--- config.mk ---
export PLATFORM = sky130hd
export DESIGN_NAME = password_store
export DESIGN_NICKNAME = d
export VERILOG_FILES = /design/src/rtl/password_store.sv
export SDC_FILE = /design/constraint.sdc
export NUM_CORES = 1
export LEC_CHECK = 0
export ABC_AREA = 1
export ABC_CLOCK_PERIOD_IN_PS = 1600
export CORE_MARGIN = 4
export CORE_UTILIZATION = 50
export CTS_CLUSTER_SIZE = 28
export DETAILED_ROUTE_END_ITERATION = 16
export HOLD_SLACK_MARGIN = 0.03
export PLACE_DENSITY_LB_ADDON = 0.2
export SLEW_MARGIN = 20
export SYNTH_ARGS = -nofsm -noshare
export SYNTH_HDL_FRONTEND = slang
export SYNTH_SLANG_ARGS = --single-unit
--- constraint.sdc ---
create_clock -name CLK -period 1.6 [get_ports CLK]
set_input_delay 0.24 -clock CLK [delete_from_list [all_inputs] [get_ports CLK]]
set_output_delay 0.24 -clock CLK [all_outputs]
set_load 0.1 [all_outputs]
--- src/rtl/password_store.sv ---
// password_store: committed 4-digit BCD password with a serial set-password FSM.
module password_store #(
  parameter logic [15:0] DEFAULT_PASSWORD = 16'h0000
) (
  input  logic       CLK,
  input  logic       RST,
  input  logic       setMode,
  input  logic       enable,
  input  logic [3:0] digit,
  input  logic [1:0] address,
  output logic [3:0] data,
  output logic       busy,
  output logic [1:0] captureIndex,
  output logic       setDoneLight,
  output logic       setErrorLight
);
  typedef enum logic [1:0] {IDLE, CAPTURE, COMMIT} state_t;
  state_t state;
  logic [15:0] stored, shadow;
  logic set_mode_q;
  assign data = stored[{address, 2'b00} +: 4];
  assign busy = state != IDLE;
  always_ff @(posedge CLK or negedge RST) begin
    if (!RST) begin
      state <= IDLE;
      stored <= DEFAULT_PASSWORD;
      shadow <= '0;
      set_mode_q <= 1'b0;
      captureIndex <= 2'd0;
      setDoneLight <= 1'b0;
      setErrorLight <= 1'b0;
    end else begin
      set_mode_q <= setMode;
      case (state)
        IDLE: if (setMode && !set_mode_q) begin
          state <= CAPTURE;
          captureIndex <= 2'd0;
          setDoneLight <= 1'b0;
          setErrorLight <= 1'b0;
        end
        CAPTURE: if (!setMode) begin
          state <= IDLE;
          captureIndex <= 2'd0;
        end else if (enable && digit <= 4'd9) begin
          shadow[{captureIndex, 2'b00} +: 4] <= digit;
          captureIndex <= captureIndex + 2'd1;
          if (captureIndex == 2'd3) state <= COMMIT;
        end else if (enable) begin
          state <= IDLE;
          setErrorLight <= 1'b1;
          captureIndex <= 2'd0;
        end
        COMMIT: begin
          stored <= shadow;
          setDoneLight <= 1'b1;
          state <= IDLE;
        end
        default: state <= IDLE;
      endcase
    end
  end
endmodule

=== After elaboration in Yosys (flattened, before gate mapping) ===
Index checks and enable logic that the tools add are counted.

* Output and inout bits: 9
* Word-level logic and storage cells: 51
* Input bits: 10
* Bits in registers: 39

* Reduce and logical (&&, ||, !) cells: 12
* Add/subtract/negate cells: 2
* Shift operators: 3
* Eq/ne operators: 9
* Mux-type cells: 17
* Magnitude comparators: 1

{| class="wikitable"
|+ Operators by type and width
! cell !! number
|-
| $bwmux 16 || 1
|-
| $mux 2 || 8
|-
| $shift 4x6->16 const A || 1
|-
| $shiftx 16x5->4 || 1
|-
| $shiftx 4x6->16 || 1
|-
| $reduce_and 3->1 || 3
|-
| $ne 2x2->1 const B || 4
|-
| $ne 4x4->1 const B || 2
|-
| $pmux 2 s2 || 2
|-
| $neg 4->6 || 1
|-
| $reduce_bool 2->1 || 3
|-
| $reduce_and 5->1 || 1
|-
| $eq 2x2->1 const B || 2
|-
| $le 4x4->1 const B || 1
|-
| $mux 1 || 4
|-
| $pmux 1 s2 || 2
|-
| $add 2x1->2 const B || 1
|-
| $eq 2x1->1 const B || 1
|-
| $logic_and 1x1->1 || 2
|-
| $logic_not 2->1 || 1
|-
| $reduce_and 2->1 || 1
|-
| $logic_not 1->1 || 1
|}

=== Depth between registers and ports, before layout ===
Gate-level depths: netlist of the first run.

* Word-level depth: 5
* Mapped depth: 9

=== Worst setup path before layout of the first run ===
No wires, ideal clock.

* Path kind: input to output
* Start: in address[0]
* End: out data[0]
* Arrival: 2.111 ns
* Buffers on the path: 1
* Path slack: -0.751 ns
* Stages on the path: 4
* Cell sequence: clkbuf_1 inv_1 o21ai_0 o22ai_1

* Word-level cells in the longest chain between the ends: 1

{| class="wikitable"
|+ Ends and longest elaborated chain
! item !! line !! source
|-
| start, declared || 10 || <nowiki>input logic [1:0] address,</nowiki>
|-
| $shiftx 16x5->4 || 21 || <nowiki>assign data = stored[{address, 2'b00} +: 4];</nowiki>
|-
| end, declared || 11 || <nowiki>output logic [3:0] data,</nowiki>
|}

Every way passes these cells.

=== Final worst setup path of the first run ===
* Start: reg stored[8]
* End: out data[0]

* Word-level cells in the longest chain between the ends: 1

{| class="wikitable"
|+ Ends and longest elaborated chain
! item !! line !! source
|-
| start, declared || 19 || <nowiki>logic [15:0] stored, shadow;</nowiki>
|-
| start signal, assigned || 54 || <nowiki>stored <= shadow;</nowiki>
|-
| $shiftx 16x5->4 || 21 ||
|}

Every way passes these cells.

==> results of run 1 <==
[cell families (layout without fill, tap and decap cells)]
group           Yosys count  after routing
mux                      16             16
flops                    39             39
compound gates           16             16
simple gates            109            109
fa+ha+maj                 6              6
buf+inv                  21             62
[cells in the mapped netlist]
master,number,share of area
mux2_2,16,0.094
inv_1,15,0.030
buf_8,1,0.0079
nor2_4,2,0.012
buf_4,2,0.0079
nand4_1,1,0.0033
nand2_2,3,0.0098
o21ai_1,1,0.0026
nand3_1,21,0.055
inv_2,2,0.0039
clkbuf_1,1,0.0020
nor2_1,28,0.055
o22ai_1,4,0.013
o21ai_2,2,0.0092
nand2_4,3,0.018
nand2_1,49,0.096
o21ai_0,9,0.024
dfrtp_1,39,0.51
ha_1,6,0.039
nor3_1,2,0.0052
[state kept, by name, summed over array words and instances, names as in the netlist]
register       count
captureIndex       2
setDoneLight       1
setErrorLight      1
set_mode_q         1
shadow            16
state              2
stored            16
[where the power goes]
group / switching, W / leakage, nW / internal, W
sequential: 0.0000901 / 0.530 / 0.00110
clock: 0.000355 / 0.0654 / 0.000623
combinational: 0.000783 / 0.731 / 0.000454
[layout make-up]
type | instances | area [µm²] | area share
Sequential cell | 39 | 983.4 | 0.3816
Tap cell | 48 | 60.06 | 0.02330
Multi-Input combinational cell | 147 | 904.6 | 0.3510
Clock inverter | 2 | 60.06 | 0.02330
Clock buffer | 6 | 72.57 | 0.02816
Inverter | 17 | 63.81 | 0.02476
Timing Repair Buffer | 37 | 432.9 | 0.1680
[worst reg2reg max path, stage by stage, from the launching register on]
cell,delay [ps]
dfrtp_4,470
inv_1,160
ha_1,250
inv_1,110
nand3_1,170
nor2_1,60
nand3_1,80
nand2_1,60
[stage by stage]
stage                     hold WS [ps]  instances  setup slack, ps    util  setup TNS, ps
after floorplan                 -55.59        207            26.64       -              0
after global placement           274.0        287           -132.4  0.6647         -692.8
after detailed placement         274.2        287           -169.0  0.6647          -1166
after CTS                        482.9        296            76.41  0.7040              0
after global routing             500.6        296            12.15  0.7040              0
final                            471.4        296            97.75  0.7040              0
[routing by layer]
layer / vias to the layer above / routed length [µm] / GRT usage
li1: 753 / - / -
met1: 710 / 1838 / 0.2379
met2: 28 / 1877 / 0.3093
met3: 8 / 166 / 0.05942
met4: 0 / 99 / 0.08511
met5: - / 0 / 0
[worst max path at each step]
stage               startpoint    endpoint  slack (ps)  cells after the start
6_report             stored[8]     data[0]         100                      3
5_1_grt        captureIndex[1]  shadow[11]          10                      7
4_1_cts             stored[11]     data[3]          80                      4
3_5_place_dp        address[0]     data[3]        -170                      5
3_3_place_gp        address[0]     data[1]        -130                      5
2_1_floorplan  captureIndex[0]   shadow[0]          30                      7
[what timing repair did]
action | 4_1_cts | 5_1_grt
hold buffers | 1 | 0
gates resized for setup | 9 | 0
hold endpoints to repair | 25 | 0
endpoints found under the setup margin | 4 | 0
setup buffers | 0 | 0
==> run metrics, run 1 <==
status=finished clean; initial antenna violation count=0; final antenna-violating net count=0; global-route wire length before repair=7.245 mm; 1st-iter DRT viols=61; Root Driver=clkbuf_8; ant diodes=0; clock sinks=39; Final Cell Area=2577 µm²; worst setup path category=flip-flop to output pin; global router's overall resource usage=0.1924; DP HPWL=2.946 mm; largest family of logic cells by synthesized area=simple AND/OR/NAND/NOR gates; clock buffer depth=2; Final Hold Fails=0; Max Freq=0.6657 GHz; Synth cell types=20; Critical-path top delay cell=dfrtp_1; CTS clk-pin slew, worst paths=80 ps; # DRC=0; worst r2r path cells=7; XOR/XNOR Fraction of Synth Area=0; CTS tree=done; Gate Count Post-Synth=207; PwrDens=1322 nW/µm²; area grow syn2layout=35.17%; reg2reg start=captureIndex[1]; max incr delay on CP=390 ps; Core Region=3661 µm²; Skew-Pair Late Insertion Delay=300 ps; via count=1,499; Slew @ Worst Pin=596.5 ps; drt wl/cell=13.45 µm; commonest non-fill, non-tap cell in the layout=nand2_1; vias in the first global route=1,553; input/output buffers=18; syn avg cell area=9.212 µm²; simple-gate area share of the yosys netlist=0.2546; mux cell area share after synthesis=0.09449; initial core utilization=0.5208; # IOs=19; leakage=1.326 nW; CP bufs+invs=1; DP Area=2434 µm²; total grt overflow=0; most frequent cells in the layout=nand2_1 (49), dfrtp_1 (37), nor2_1 (28); routability cong.=0.8584; Post-Route WL=3.981 mm; cell family with most CP delay=compound AO/OA/AOI/OAI gates; R2R Setup Slk=140 ps; DIE AREA=4866 µm²; startpoint types=flip-flop; RR Endpoint=shadow[8]; Mapped Nets=223; post-synthesis compound-gate area fraction=0.04856; final max-slew violation count=0; Final min period=1502 ps; maximum VDD drop=0.8349 mV; Power Total=0.003407 W; max-cap viol count=0; endpoints failing setup=0; CP Max Fanout=2; height of the die=69.76 µm; crit-path cells=o21ai_0, o22ai_4, buf_12; H-tree Lvls=2; largest net degree at the start of global routing=28; final worst-path cycle share=0.9389; Slew HR=0.6023; clk_skew=6.480 ps; RSZ-0062 raised after global routing=false; CP Capture Type=output pin; Synth warnings=0; post-synthesis register bit count=39; number of vias per cell=5.064; filler instances=274; WP data arrival=1260 ps; Req. time, crit path=1360 ps; Layout Nets=263; total CTS buffers=5; Mapped Area=1907 µm²; Seq/Total Area, Yosys=0.5118; die width=69.76 µm; Hold/Removal Path Class=primary input to async pin; Pre-Repair DR Iteration Count=4; Cell Rows=22; share of post-route cells with drive strength above 1=0.2944; Synth Area in Adders=0.03937
Note: power is estimated with default switching activity, not from simulation.
==> run 2, diff against run 1 <==
Settings changed: ABC_CLOCK_PERIOD_IN_PS 1600 to 1200.
Clock period 1.6 ns to 1.2 ns, I/O delays scaled along.
==> run 2 against run 1 <==
  * The run now ends with negative setup slack left
  * Setup slack worse by 400 ps
  * Largest power group unchanged
  * First-iteration DRC count is 62% higher
  * Non-clock buffer count is 19 higher
  * Cell count is 6.4% higher
  * Largest cell class is now multi-input gates
  * Sequential share of layout area is 6.5 points lower
  * Clock-buffer cell count stayed put
  * Die area stayed put
  * Utilization is 15 points higher
  * Power is 48% higher
  * Register-to-register slack worse by 450 ps
  * Critical path depth is 6 higher
==> run metrics, run 2 (synthesis gave the netlist of run 1 again) <==
final max-slew violation count=0 (unchanged); startpoint types=flip-flop; height of the die=69.76 µm (unchanged); Skew-Pair Late Insertion Delay=290 ps (about the same); Slew HR=0.6866 (+0.08428); endpoints failing setup=45 (+45); CTS clk-pin slew, worst paths=70 ps (about the same); drt wl/cell=18.79 µm (+40%); clk_skew=4.514 ps (-1.966 ps); worst setup path category=flip-flop to flip-flop; setup ws final=-306.0 ps (-403.8 ps); Register Area=983.4 µm² (unchanged); Core Region=3661 µm² (unchanged); # DRC=0 (unchanged); input/output buffers=18 (unchanged); Final Hold Fails=0 (unchanged); R2R Setup Slk=-310 ps (-450 ps); Final Util=0.8496 (+0.1456); final worst-path cycle share=1.255; die width=69.76 µm (unchanged); max-cap viol count=0 (unchanged); DIE AREA=4866 µm² (unchanged); crit-path cells=buf_6, nand2_4, nor2_4, nand2_2, nor2_4, buf_12, buf_6, nand3_2, nand2_1; share of post-route cells with drive strength above 1=0.5693 (+0.2749); routability cong.=0.9047 (+5.4%); RR Endpoint=shadow[8]; maximum VDD drop=1.542 mV (+85%); RSZ-0062 raised after global routing=true; failing checks=negative setup slack; CTS tree=done; initial antenna violation count=0 (unchanged); max incr delay on CP=420 ps (+30 ps); # IOs=19 (unchanged); number of vias per cell=5.606 (+11%); Critical-path top delay cell=dfrtp_1; worst r2r path cells=9 (+2); reg2reg start=state[0]; total grt overflow=0 (unchanged); Largest regs=shadow: 16 flops, stored: 16 flops; Cell Rows=22 (unchanged); final antenna-violating net count=0 (unchanged); Post-Route WL=5.918 mm (+49%); area grow syn2layout=63.12%; H-tree Lvls=2 (unchanged); WP data arrival=1730 ps (+470 ps); CP Capture Type=flip-flop; largest net degree at the start of global routing=24 (-14%); met1 Resource Use GR=0.2852 (+0.04726); most frequent cells in the layout=dfrtp_1 (37), nand2_1 (31), buf_4 (22); clock buffer depth=2 (unchanged); total CTS buffers=5 (unchanged); Pre-Repair DR Iteration Count=4 (unchanged); commonest non-fill, non-tap cell in the layout=dfrtp_1; clock sinks=39 (unchanged); Hold/Removal Path Class=primary input to async pin; global-route wire length before repair=9.563 mm (+32%); Layout Nets=282 (+7.2%); Crit path depth=9 (+6); Slew @ Worst Pin=470.1 ps (-126.4 ps); GR Util met2=0.4587 (+0.1494); global router's overall resource usage=0.2534 (+0.06109); met3 Resource Use GR=0.06377 (+0.004348); Root Driver=clkbuf_8; filler instances=177 (-35%); via count=1,766 (+18%); ant diodes=0 (unchanged); PwrDens=1616 nW/µm² (+22%); CP Max Fanout=5 (+3); cell family with most CP delay=simple AND/OR/NAND/NOR gates; vias in the first global route=1,881 (+21%); status=finished, violations left; CP bufs+invs=3 (+2); Req. time, crit path=1430 ps (+70 ps); Max Freq=0.6640 GHz; Final min period=1506 ps; DP HPWL=3.459 mm (+17%); Power Total=0.005025 W (+48%); 1st-iter DRT viols=99 (+62%); leakage=1.476 nW (+11%); initial core utilization=0.5208 (unchanged); GRT busiest layer=met2; footprint of the multi-input gates=1186 µm² (+31%); DP Worst Slack=-401.2 ps (-232.1 ps)
[run 2: worst reg2reg max path, cell delays in order, from the launching register on]
cell	delay [ps]
dfrtp_1	420
buf_6	140
nand2_4	60
nor2_4	100
nand2_2	90
nor2_4	200
buf_12	170
buf_6	120
nand3_2	60
nand2_1	90
[run 2: worst max path at each step]
stage | from | endpoint
2_1_floorplan | state[1] | captureIndex[0]
3_3_place_gp | address[0] | data[0]
3_5_place_dp | digit[2] | shadow[10]
4_1_cts | state[1] | busy
5_1_grt | state[0] | shadow[8]
6_report | state[0] | shadow[8]
[run 2: timing repair]
item | CTS | global route
hold endpoints to repair | 16 | 0
pin swaps | 26 | 6
setup buffers | 8 | 3
gates cloned | 3 | 0
hold buffers | 1 | 0
setup endpoints to repair | 44 | 45
resized for setup | 56 | 20
[run 2: per-layer routing]
layer,share of wire,up-vias
li1,-,797
met1,0.37,873
met2,0.54,67
met3,0.052,29
met4,0.039,0
met5,0,-
[run 2: metrics by stage]
| step | setup TNS (ps) | instance area [µm²] | hold WS, ps | std cells |
|---|---|---|---|---|
| after floorplan | -5227 | 2093 | -115.6 | 207 |
| after global placement | -6340 | 2585 | 135.2 | 294 |
| after detailed placement | -9488 | 2585 | 147.2 | 294 |
| after CTS | -7103 | 3044 | 386.9 | 313 |
| after global routing | -12680 | 3110 | 401.4 | 315 |
| final | -10390 | 3110 | 371.4 | 315 |
[run 2: layout make-up]
type | instances | area share
clock inverters | 2 | 0.01126
clock buffers | 6 | 0.02655
repair buffers | 56 | 0.2164
multi-input cells | 147 | 0.3813
well taps | 48 | 0.01931
inverters | 17 | 0.02896
flip-flops and latches | 39 | 0.3162
[run 2: report_power, final]
| part | total, W | internal (W) | switching (W) |
|---|---|---|---|
| sequential | 0.00163 | 0.00147 | 0.000160 |
| combinational | 0.00227 | 0.000948 | 0.00133 |
| clock | 0.00112 | 0.000672 | 0.000449 |
| total | 0.00503 | 0.00309 | 0.00193 |
